## src/rtl/multdiv_pkg.sv

```systemverilog
// Shared types and constants for the multiply/divide sequencing controller.
package multdiv_pkg;

  typedef enum logic [2:0] {
    IDLE = 3'd0,
    LOAD = 3'd1,
    RUN  = 3'd2,
    FIX  = 3'd3,
    DONE = 3'd4
  } state_t;

  localparam logic OP_MULT = 1'b0;
  localparam logic OP_DIV  = 1'b1;

  localparam int DEF_WIDTH = 32;
  localparam int DEF_CNT_W = 6;

endpackage

```

## src/rtl/multdiv_if.sv

```systemverilog
// Pipeline/datapath-facing signal bundle of the multiply/divide controller.
interface multdiv_if #(
  parameter int CNT_W = multdiv_pkg::DEF_CNT_W
);
  logic             ctrl_MULT;
  logic             ctrl_DIV;
  logic             divisor_zero;
  logic             mult_ovf;
  logic             mplier_zero;
  logic             ld;
  logic             step;
  logic             fix;
  logic             op_div;
  logic [CNT_W-1:0] count;
  logic             busy;
  logic             data_resultRDY;
  logic             data_exception;

  modport master (
    output ctrl_MULT, ctrl_DIV, divisor_zero, mult_ovf, mplier_zero,
    input  ld, step, fix, op_div, count, busy, data_resultRDY, data_exception
  );

  modport slave (
    input  ctrl_MULT, ctrl_DIV, divisor_zero, mult_ovf, mplier_zero,
    output ld, step, fix, op_div, count, busy, data_resultRDY, data_exception
  );
endinterface

```

## src/rtl/multdiv_counter.sv

```systemverilog
// Iteration counter: synchronous clear, enable, saturates at the terminal count WIDTH-1.
module multdiv_counter #(
  parameter int WIDTH = 32,
  parameter int CNT_W = 6
) (
  input  logic             clock,
  input  logic             reset,
  input  logic             clr,
  input  logic             en,
  output logic [CNT_W-1:0] count,
  output logic             tc
);
  localparam logic [CNT_W-1:0] LAST = CNT_W'(WIDTH - 1);

  always_ff @(posedge clock or negedge reset) begin
    if (!reset) begin
      count <= '0;
    end else if (clr) begin
      count <= '0;
    end else if (en && !tc) begin
      count <= count + CNT_W'(1);
    end
  end

  assign tc = (count == LAST);
endmodule

```

## src/rtl/multdiv_ctrl.sv

```systemverilog
// Sequencer for the shared shift-add multiplier / restoring divider datapath.
// Optional early multiply termination on mplier_zero: define MULTDIV_EARLY_TERM_EN.
//
// state | meaning
// IDLE  | waiting for a ctrl_MULT / ctrl_DIV pulse
// LOAD  | ld operands, clear iteration count
// RUN   | one step per cycle until terminal count (or divide-by-zero abort)
// FIX   | final sign correction, capture overflow exception
// DONE  | data_resultRDY pulse, stall released
module multdiv_ctrl
  import multdiv_pkg::*;
#(
  parameter int WIDTH = DEF_WIDTH,
  parameter int CNT_W = DEF_CNT_W
) (
  input logic      clock,
  input logic      reset,
  multdiv_if.slave bus
);
  state_t           state_q, state_d;
  logic             op_div_q, op_div_d;
  logic             exc_q, exc_d;
  logic             start, start_op, div_zero, run_step, early, tc;
  logic [CNT_W-1:0] count;

  assign start    = bus.ctrl_MULT | bus.ctrl_DIV;
  assign start_op = bus.ctrl_MULT ? OP_MULT : OP_DIV;
  assign div_zero = (op_div_q == OP_DIV) & bus.divisor_zero;
  assign run_step = (state_q == RUN) & ~div_zero;

`ifdef MULTDIV_EARLY_TERM_EN
  assign early = (op_div_q == OP_MULT) & bus.mplier_zero;
`else
  logic unused_mplier_zero;
  assign unused_mplier_zero = bus.mplier_zero;
  assign early = 1'b0;
`endif

  multdiv_counter #(.WIDTH(WIDTH), .CNT_W(CNT_W)) u_counter (
    .clock (clock),
    .reset (reset),
    .clr   (state_q == LOAD),
    .en    (run_step),
    .count (count),
    .tc    (tc)
  );

  always_ff @(posedge clock or negedge reset) begin
    if (!reset) begin
      state_q  <= IDLE;
      op_div_q <= OP_MULT;
      exc_q    <= 1'b0;
    end else begin
      state_q  <= state_d;
      op_div_q <= op_div_d;
      exc_q    <= exc_d;
    end
  end

  // A start pulse in any state restarts; the pending result is dropped.
  always_comb begin
    state_d  = state_q;
    op_div_d = op_div_q;
    exc_d    = exc_q;
    if (start) begin
      state_d  = LOAD;
      op_div_d = start_op;
      exc_d    = 1'b0;
    end else begin
      case (state_q)
        IDLE: state_d = IDLE;
        LOAD: state_d = RUN;
        RUN: begin
          if (div_zero) begin
            state_d = DONE;
            exc_d   = 1'b1;
          end else if (early || tc) begin
            state_d = FIX;
          end
        end
        FIX: begin
          state_d = DONE;
          exc_d   = (op_div_q == OP_DIV) ? 1'b0 : bus.mult_ovf;
        end
        DONE:    state_d = IDLE;
        default: state_d = IDLE;
      endcase
    end
  end

  assign bus.ld             = (state_q == LOAD);
  assign bus.step           = run_step;
  assign bus.fix            = (state_q == FIX);
  assign bus.op_div         = op_div_q;
  assign bus.count          = count;
  assign bus.busy           = (state_q == LOAD) | (state_q == RUN) | (state_q == FIX);
  assign bus.data_resultRDY = (state_q == DONE);
  assign bus.data_exception = exc_q & (state_q == DONE);
endmodule

```

## src/flat_wrapper.sv

```systemverilog
// flat-port wrapper written by rule: the top's interface ports become plain ports
module multdiv_ctrl_flat import multdiv_pkg::*;
#(
  parameter int WIDTH = DEF_WIDTH,
  parameter int CNT_W = DEF_CNT_W
)
  (clock, reset, bus_ctrl_MULT, bus_ctrl_DIV, bus_divisor_zero, bus_mult_ovf, bus_mplier_zero, bus_ld, bus_step, bus_fix, bus_op_div, bus_count, bus_busy, bus_data_resultRDY, bus_data_exception);
  multdiv_if #(.CNT_W(CNT_W)) bus_i ();
  input logic clock;
  input logic reset;
  input wire logic [$bits(bus_i.ctrl_MULT)-1:0] bus_ctrl_MULT;
  input wire logic [$bits(bus_i.ctrl_DIV)-1:0] bus_ctrl_DIV;
  input wire logic [$bits(bus_i.divisor_zero)-1:0] bus_divisor_zero;
  input wire logic [$bits(bus_i.mult_ovf)-1:0] bus_mult_ovf;
  input wire logic [$bits(bus_i.mplier_zero)-1:0] bus_mplier_zero;
  output wire logic [$bits(bus_i.ld)-1:0] bus_ld;
  output wire logic [$bits(bus_i.step)-1:0] bus_step;
  output wire logic [$bits(bus_i.fix)-1:0] bus_fix;
  output wire logic [$bits(bus_i.op_div)-1:0] bus_op_div;
  output wire logic [$bits(bus_i.count)-1:0] bus_count;
  output wire logic [$bits(bus_i.busy)-1:0] bus_busy;
  output wire logic [$bits(bus_i.data_resultRDY)-1:0] bus_data_resultRDY;
  output wire logic [$bits(bus_i.data_exception)-1:0] bus_data_exception;
  assign bus_i.ctrl_MULT = bus_ctrl_MULT;
  assign bus_i.ctrl_DIV = bus_ctrl_DIV;
  assign bus_i.divisor_zero = bus_divisor_zero;
  assign bus_i.mult_ovf = bus_mult_ovf;
  assign bus_i.mplier_zero = bus_mplier_zero;
  assign bus_ld = bus_i.ld;
  assign bus_step = bus_i.step;
  assign bus_fix = bus_i.fix;
  assign bus_op_div = bus_i.op_div;
  assign bus_count = bus_i.count;
  assign bus_busy = bus_i.busy;
  assign bus_data_resultRDY = bus_i.data_resultRDY;
  assign bus_data_exception = bus_i.data_exception;
  multdiv_ctrl #(.WIDTH(WIDTH), .CNT_W(CNT_W)) u_core (.clock(clock), .reset(reset), .bus(bus_i));
endmodule
```

## config.mk

```make
export PLATFORM = sky130hd
export DESIGN_NAME = multdiv_ctrl_flat
export DESIGN_NICKNAME = d
export VERILOG_FILES = /design/src/rtl/multdiv_pkg.sv /design/src/rtl/multdiv_if.sv /design/src/rtl/multdiv_counter.sv /design/src/rtl/multdiv_ctrl.sv /design/src/flat_wrapper.sv
export SDC_FILE = /design/constraint.sdc
export NUM_CORES = 1
export LEC_CHECK = 0
export CORE_AREA = 2 2 39 41
export DETAILED_ROUTE_END_ITERATION = 8
export DIE_AREA = 0 0 41 43
export DONT_BUFFER_PORTS = 1
export GPL_TIMING_DRIVEN = 1
export PLACE_DENSITY = 0.72
export SYNTH_ARGS = -nofsm -noshare
export SYNTH_HDL_FRONTEND = slang
export SYNTH_HIERARCHICAL = 1
export SYNTH_SLANG_ARGS = --single-unit
```

## constraint.sdc

```tcl
create_clock -name clock -period 1.95 [get_ports clock]
set_clock_uncertainty 0.1 [all_clocks]
set_input_delay 0.195 -clock clock [delete_from_list [all_inputs] [get_ports clock]]
set_output_delay 0.195 -clock clock [all_outputs]
set_load 0.01 [all_outputs]
```

==> results of run 1 <==
## per-layer routing
metal  vias up  part of all wire (%)  wire, um
met2        17                    51       682
met3         2                   4.7        63
met5         -                     0         0
li1        254                     -         -
met4         0                   1.6        21
met1       260                    42       562
## final cells by class
class,instances,area (um2),area share [%]
clock buffer,4,26.28,3.770
inverter,2,7.507,1.077
multi-input combinational,50,320.3,45.96
sequential,11,275.3,39.50
tap,16,20.02,2.873
timing repair buffer,5,47.55,6.822
## cell usage in the layout (no fill, tap or decap), types with 3 or more instances in the layout
| cell | netlist | layout |
|---|---|---|
| clkbuf_4 | 0 | 3 |
| dfrtp_1 | 11 | 11 |
| dlygate4sd3_1 | 0 | 4 |
| nand2_1 | 5 | 5 |
| nand3_1 | 5 | 5 |
| nor2_1 | 7 | 7 |
| nor3b_1 | 4 | 4 |
## cell usage after synthesis, types with 4 or more instances
library cell | count | area share, %
nand2_1 | 5 | 3.0
nand3_1 | 5 | 4.0
dfrtp_1 | 11 | 44
nor2_1 | 7 | 4.2
nor3b_1 | 4 | 4.8
## worst paths after layout
kind / end / slack (ns) / cells past startpoint
min in group asynchronous: u_core/u_counter/count[2]$_DFFE_PN0P_ / 0.22 / 1
worst max register to register: u_core/u_counter/count[5]$_DFFE_PN0P_ / 0.22 / 5
worst min-delay path: u_core/state_q[0]$_DFFE_PN0P_ / 0.09 / 3
max in group asynchronous: u_core/u_counter/count[3]$_DFFE_PN0P_ / 1.19 / 1
worst min register to register: u_core/exc_q$_DFFE_PN0P_ / 0.44 / 1
worst max-delay path: u_core/u_counter/count[5]$_DFFE_PN0P_ / 0.22 / 5
## kinds of logic (layout without fill, tap and decap cells)
logic type      after synthesis  in the layout  share of synthesized area (%)
flops                        11             11                          44.26
mux                           1              1                          1.610
simple gates                 35             35                          33.00
compound gates               13             13                          14.89
buf+inv                       4             11                          4.226
fa+ha+maj                     1              1                          2.012
## tightest hold or removal path: stages
cell     delay [ns]
a21oi_1        0.07
nand3_1        0.09
nand2_1        0.06
## sequential cells by signal (all words and copies together) (netlist names)
| register | count |
|---|---|
| u_core/u_counter/count | 6 |
| u_core/state_q | 3 |
| u_core/bus.op_div | 1 |
| u_core/exc_q | 1 |
## power by group through the flow
stage	logic [mW]	registers, mW	clock network, mW
2_1_floorplan	0.0304	0.243	0
3_3_place_gp	0.0376	0.245	0
3_5_place_dp	0.0390	0.245	0
4_1_cts	0.0509	0.241	0.159
5_1_grt	0.0566	0.241	0.167
6_report	0.0506	0.241	0.157
==> flow_summary.json, run 1 <==
{
  "grt_pass1_vias": 504,
  "instances_no_fill": 88,
  "combPwrFrac_pct": 11.3,
  "dp.cells": 80,
  "path_delay_family": "simple AND/OR/NAND/NOR gates",
  "end_kind": "flop",
  "finalCritPeriodShare_pct": 88.57,
  "initial_core_util_pct": 44.94,
  "fin_ws_ns": 0.2229,
  "max_slew.worst_pin.slew_ns": 0.5006,
  "drc": 0,
  "ios": 20,
  "cts_buffers": 3,
  "vias": 533,
  "gp_congestion": 0.7462,
  "gr-total-overflow": 0,
  "critPathMaxStageDelay_ns": 0.44,
  "cts_tree": "yes",
  "cap_violations": 0,
  "r2r_start": "u_core/bus.op_div$_DFFE_PN0P_",
  "totalWireLength_um": 1329,
  "grt_setup_unrepaired": "no",
  "p_total_mw": 0.4482,
  "power.density_mw_per_mm2": 643.1,
  "busiest_layer": "met2",
  "seq_power_share_pct": 53.7,
  "ys_seq_area_share_pct": 44.27,
  "drv_slew": 0,
  "worstPathMaxFanout": 12,
  "crit_path_cell_trace": "a21oi_1, and2_4, and4_4, nand3_1, mux2i_1",
  "drive_above_1_share_pct": 12.50,
  "post-dp-hpwl_um": 888.7,
  "die_w_um": 41,
  "worst-path-buf-inv": 0,
  "synth_cell_types": 30,
  "core_mm2": 0.001384,
  "grt_use_total_pct": 17.98,
  "cts_sinks": 11,
  "min_from": "bus_divisor_zero",
  "cp_data_required_time_ns": 2.03,
  "cts-root-buf": "clkbuf_4",
  "ys_async_sr_fraction_pct": 100.0,
  "min_period_ns": 1.727,
  "synthFlopType": "dfrtp_1",
  "critPathLaunchType": "flop",
  "final_nets": 81,
  "grt_use_met2_pct": 27.50,
  "use_met3_pct": 2.618,
  "min_path_type": "in -> reg",
  "n_antenna_cell": 0,
  "syn_to_final_growth_pct": 12.07,
  "clockBufferDepth": 2,
  "row_count": 14,
  "max_freq_ghz": 0.5790,
  "synth-seq-cells": 11,
  "clkLatencyLatePin_ns": 0.27,
  "post-route-cell-area_um2": 696.9,
  "vdd_ir_drop_max_mv": 0.3208,
  "ys_warn_count": 6,
  "critical_path_class": "reg -> reg",
  "setup_viol": 0,
  "swShare_pct": 25.74,
  "die_area_mm2": 0.001763,
  "p_leak_nw": 0.3274,
  "place_area_um2": 630.6,
  "postCtsHoldBufs": 4,
  "cell_internal_pwr_mw": 0.3328,
  "post_drt_wl_per_cell_um": 15.10,
  "worstPathArrival_ns": 1.81,
  "synth_enable_flop_cells": 0,
  "syn-instance-count": 65,
  "clkPwrFrac_pct": 35.0,
  "first_pass_iters": 4,
  "hold_viol_final": 0,
  "antenna_found_initial": 0,
  "cts_resized": 0,
  "vias_per_cell": 6.057,
  "cts.clk_slew.worst_paths_ns": 0.07,
  "post-cts-setup-buffers": 0,
  "use_met1_pct": 23.13,
  "slew_headroom_pct": 66.52,
  "fin_util_pct": 50.36,
  "detail-route-antenna-nets": 0,
  "crit_start": "u_core/bus.op_div$_DFFE_PN0P_",
  "grt_pass1_wl_um": 2145,
  "switching_power_mw": 0.1154,
  "drtIter0Drc": 7,
  "synth.net_count": 73,
  "dp_slack_ns": 0.3114,
  "whs_ns": 0.08858,
  "htreeDepth": 1,
  "slowest_stage": "dfrtp_1",
  "setup_tns_ns": 0,
  "die_h_um": 43,
  "synth.avg_cell_area_um2": 9.567,
  "grt_max_degree": 13,
  "nFillCells": 134,
  "syn_area_um2": 621.8,
  "port_buffers": 0,
  "outcome": "completed"
}
No activity file was read; power rests on OpenSTA's default activity.
==> run 2: changes to the inputs <==
Settings changed: CAP_MARGIN set to 5.
Clock period 1.95 ns to 2 ns, I/O delays scaled along.
==> flow_summary.json, run 2 (synthesis gave the netlist of run 1 again) <==
{
  "largest_reg_flops": 6,
  "antenna_found_initial": 0,
  "gr-total-overflow": 0,
  "gp_congestion": 0.7447,
  "totalWireLength_um": 1321,
  "grt_use_total_pct": 18.74,
  "slowest_stage": "dfrtp_1",
  "critical_path_class": "reg -> reg",
  "row_count": 14,
  "place_area_um2": 630.6,
  "cts_buffers": 3,
  "seqCellArea_um2": 275.3,
  "min_period_ns": 1.648,
  "initial_core_util_pct": 44.94,
  "grt_setup_unrepaired": "no",
  "cts_resized": 0,
  "critPathMaxStageDelay_ns": 0.43,
  "p_leak_nw": 0.3274,
  "outcome": "completed",
  "max_slew.worst_pin.slew_ns": 0.5120,
  "vias_per_cell": 5.898,
  "cts_tree": "yes",
  "clockBufferDepth": 2,
  "htreeDepth": 1,
  "max_freq_ghz": 0.6067,
  "grt_pass1_vias": 512,
  "power.density_mw_per_mm2": 639.1,
  "n_antenna_cell": 0,
  "cap_violations": 0,
  "cts.clk_slew.worst_paths_ns": 0.07,
  "first_pass_iters": 4,
  "post_drt_wl_per_cell_um": 15.01,
  "die_w_um": 41,
  "vdd_ir_drop_max_mv": 0.3117,
  "slew_headroom_pct": 65.75,
  "grt_pass1_wl_um": 2180,
  "cts-root-buf": "clkbuf_4",
  "die_h_um": 43,
  "grt_max_degree": 13,
  "cts_sinks": 11,
  "post-dp-hpwl_um": 885.5,
  "reg_top3": "u_core/u_counter/count x6, u_core/state_q x3",
  "hold_viol_final": 0,
  "post-cts-setup-buffers": 0,
  "cp_data_required_time_ns": 2.07,
  "final_nets": 81,
  "vias": 519,
  "nFillCells": 125,
  "multi_input_area_um2": 320.3,
  "core_mm2": 0.001384,
  "detail-route-antenna-nets": 0,
  "critPathLaunchType": "flop",
  "clkLatencyLatePin_ns": 0.28,
  "drive_above_1_share_pct": 12.50,
  "setup_viol": 0,
  "end_kind": "flop",
  "drv_slew": 0,
  "worstPathMaxFanout": 12,
  "syn_to_final_growth_pct": 12.07,
  "drtIter0Drc": 12,
  "finalCritPeriodShare_pct": 82.41,
  "regMostFlops": "u_core/u_counter/count",
  "post-route-cell-area_um2": 696.9,
  "drc": 0,
  "postCtsHoldBufs": 4,
  "layout_commonest_cell": "dfrtp_1",
  "worstPathArrival_ns": 1.72,
  "die_area_mm2": 0.001763,
  "setup_tns_ns": 0,
  "crit_path_cell_trace": "a21oi_1, and2_4, and4_4, nand3_1, mux2i_1",
  "ios": 20,
  "port_buffers": 0,
  "layout_common_cells": "11 x dfrtp_1, 7 x nor2_1, 5 x nand3_1, 5 x nand2_1",
  "min_path_type": "in -> reg"
}
## run 2: cell counts in the layout (fill, tap and decap cells not counted)
No cell type changed its count.
## run 2: power breakdown
part	total [mW]	internal, mW	switching [mW]
registers	0.234	0.227	0.00679
clock network	0.162	0.0775	0.0845
logic	0.0491	0.0196	0.0295
total	0.445	0.325	0.121
## run 2: layout make-up
cell class                      count  share of cell area [%]
Multi-Input combinational cell     50                   45.96
Sequential cell                    11                   39.50
Timing Repair Buffer                5                   6.822
Clock buffer                        4                   3.770
Tap cell                           16                   2.873
Inverter                            2                   1.077
## run 2: metal layers
metal  track usage, %  vias to the layer above  share of wire (%)
met3            2.618                        3                4.3
met4            14.00                        0                2.7
li1                 -                      253                  -
met1            23.57                      244                 44
met5                0                        -                  0
met2            27.50                       19                 49
## run 2: final timing paths
path	startpoint	end	slack (ns)	depth (start not counted)
hold / removal	bus_divisor_zero	u_core/state_q[0]$_DFFE_PN0P_	0.08	3
hold reg to reg	u_core/exc_q$_DFFE_PN0P_	u_core/exc_q$_DFFE_PN0P_	0.44	1
setup reg to reg	u_core/bus.op_div$_DFFE_PN0P_	u_core/u_counter/count[5]$_DFFE_PN0P_	0.35	5
setup / recovery	u_core/bus.op_div$_DFFE_PN0P_	u_core/u_counter/count[5]$_DFFE_PN0P_	0.35	5
max in group asynchronous	reset	u_core/exc_q$_DFFE_PN0P_	1.24	1
min in group asynchronous	reset	u_core/u_counter/count[2]$_DFFE_PN0P_	0.22	1
## run 2: critical path: cells and delay by family (launching register included)
family | cells | cell delay (ns)
flip-flops | 1 | 0.43
multiplexers | 1 | 0.13
AO/OA/AOI/OAI | 1 | 0.26
AND/OR/NAND/NOR | 3 | 0.62
## run 2: per-stage QoR
step / hold slack [ns] / total power, mW / cells / utilization [%] / setup slack, ns
after floorplan: -0.1956 / 0.2671 / 65 / - / 0.07165
after global placement: -0.1954 / 0.2753 / 80 / 45.57 / 0.3717
after detailed placement: -0.1954 / 0.2770 / 80 / 45.57 / 0.3621
after CTS: 0.08074 / 0.4460 / 88 / 50.36 / 0.3473
after global routing: 0.1202 / 0.4580 / 88 / 50.36 / 0.2028
final: 0.07799 / 0.4454 / 88 / 50.36 / 0.3518
==> run 3: changes to the inputs <==
Clock period 2 ns to 1.6 ns, I/O delays scaled along.
==> flow_summary.json, run 3 (synthesis gave the netlist of run 1 again) <==
{
  "crit_start": "bus_divisor_zero",
  "hold_viol_final": 0,
  "worstPathArrival_ns": 1.27,
  "cts.clk_slew.worst_paths_ns": 0.06,
  "final_nets": 92,
  "initial_core_util_pct": 44.94,
  "totalWireLength_um": 1466,
  "min_period_ns": 1.528,
  "crit_cells": 4,
  "end_kind": "primary output",
  "rr_endpoint": "u_core/u_counter/count[4]$_DFFE_PN0P_",
  "cap_violations": 0,
  "min_path_type": "in -> reg",
  "ios": 20,
  "row_count": 14,
  "path_delay_family": "buffers and inverters",
  "max_slew.worst_pin.slew_ns": 0.4866,
  "p_leak_nw": 0.3873,
  "die_area_mm2": 0.001763,
  "die_h_um": 43,
  "r2r_slack_ns": 0.09,
  "grt_pass1_vias": 534,
  "cts_tree": "yes",
  "reg2reg_depth": 5,
  "grt_max_degree": 12,
  "whs_ns": 0.04840,
  "drv_slew": 0,
  "cts-root-buf": "clkbuf_4",
  "outcome": "completed",
  "port_buffers": 0,
  "post-dp-hpwl_um": 1021,
  "post_drt_wl_per_cell_um": 14.81,
  "clockBufferDepth": 2,
  "max_freq_ghz": 0.6546,
  "power.density_mw_per_mm2": 710.8,
  "layout_common_cells": "11 x buf_4, 10 x dfrtp_1, 7 x nor2_1",
  "vdd_ir_drop_max_mv": 0.4248,
  "worst-path-buf-inv": 2,
  "critPathLaunchType": "input pin",
  "grt_pass1_wl_um": 2359,
  "layout_commonest_cell": "buf_4",
  "slew_headroom_pct": 67.45,
  "drive_above_1_share_pct": 27.71,
  "detail-route-antenna-nets": 0,
  "clkLatencyLatePin_ns": 0.27,
  "gr-total-overflow": 0,
  "htreeDepth": 1,
  "worstPathMaxFanout": 9,
  "nFillCells": 129,
  "core_mm2": 0.001384,
  "grt_use_total_pct": 20.35,
  "syn_to_final_growth_pct": 29.18,
  "finalCritPeriodShare_pct": 95.48,
  "critPathMaxStageDelay_ns": 0.55,
  "cp_data_required_time_ns": 1.34,
  "place_area_um2": 691.9,
  "gp_congestion": 0.7145,
  "setup_viol": 0,
  "p_total_mw": 0.5710,
  "fin_util_pct": 58.05,
  "antenna_found_initial": 0,
  "slowest_stage": "dlygate4sd3_1",
  "cts_sinks": 11,
  "first_pass_iters": 4,
  "critical_path_class": "in -> out",
  "post-route-cell-area_um2": 803.3,
  "regMostFlops": "u_core/u_counter/count",
  "crit_path_cell_trace": "dlygate4sd3_1, a21oi_2, and2_4, buf_4",
  "n_antenna_cell": 0,
  "reg_top3": "u_core/u_counter/count x6, u_core/state_q x3",
  "drc": 0,
  "vias_per_cell": 5.717,
  "drtIter0Drc": 15,
  "crit_end": "bus_step",
  "cts_buffers": 3,
  "largest_reg_flops": 6,
  "r2r_start": "u_core/state_q[0]$_DFFE_PN0P_",
  "die_w_um": 41,
  "vias": 566
}
## run 3: power by group
group | switching (mW) | leakage (nW) | internal [mW] | total [mW]
logic | 0.0454 | 0.226 | 0.0435 | 0.0890
clock network | 0.0936 | 0.0150 | 0.0967 | 0.190
registers | 0.00690 | 0.146 | 0.285 | 0.292
## run 3: layout make-up
cell class	count	area, um2	area share (%)
tap	16	20.02	2.492
inverter	2	7.507	0.9346
clock buffer	4	26.28	3.271
multi-input combinational	50	340.3	42.37
sequential	11	276.5	34.42
timing repair buffer	16	132.6	16.51
## run 3: per-layer routing
layer,GRT usage (%),share of wire (%),vias to the layer above
met4,16.67,3.5,0
met3,4.712,7.8,5
li1,-,-,276
met1,27.52,42,262
met5,0,0,-
met2,26.25,46,23
## run 3: worst min-delay path, cell delays in order
cell      delay [ns]
nand2b_1        0.04
nand3_1         0.07
o211a_1         0.11
## run 3: worst min-delay path by stage
| stage | from | to | slack (ns) | depth (start not counted) |
|---|---|---|---|---|
| finish | bus_mult_ovf | u_core/exc_q$_DFFE_PN0P_ | 0.05 | 3 |
| global route | bus_mult_ovf | u_core/exc_q$_DFFE_PN0P_ | 0.06 | 3 |
| CTS | bus_mult_ovf | u_core/exc_q$_DFFE_PN0P_ | 0.05 | 3 |
| detailed placement | reset | u_core/exc_q$_DFFE_PN0P_ | -0.24 | 0 |
| global placement | reset | u_core/exc_q$_DFFE_PN0P_ | -0.24 | 0 |
| floorplan | reset | u_core/bus.op_div$_DFFE_PN0P_ | -0.24 | 0 |
## run 3: per-stage QoR
| step | TNS (ns) | cells | worst slack (ns) |
|---|---|---|---|
| floorplan | 0 | 65 | 0.03021 |
| global placement | 0 | 87 | 0.05535 |
| detailed placement | 0 | 87 | 0.02287 |
| CTS | 0 | 96 | 0.0001110 |
| global route | -0.006222 | 99 | -0.006222 |
| finish | 0 | 99 | 0.07230 |
## run 3: timing repair
action | in CTS | in global routing
gates resized for setup | 0 | 3
buffers inserted | 0 | 3
hold buffers | 5 | 0
endpoints found under the setup margin | 0 | 5
endpoints found under the hold margin | 14 | 0
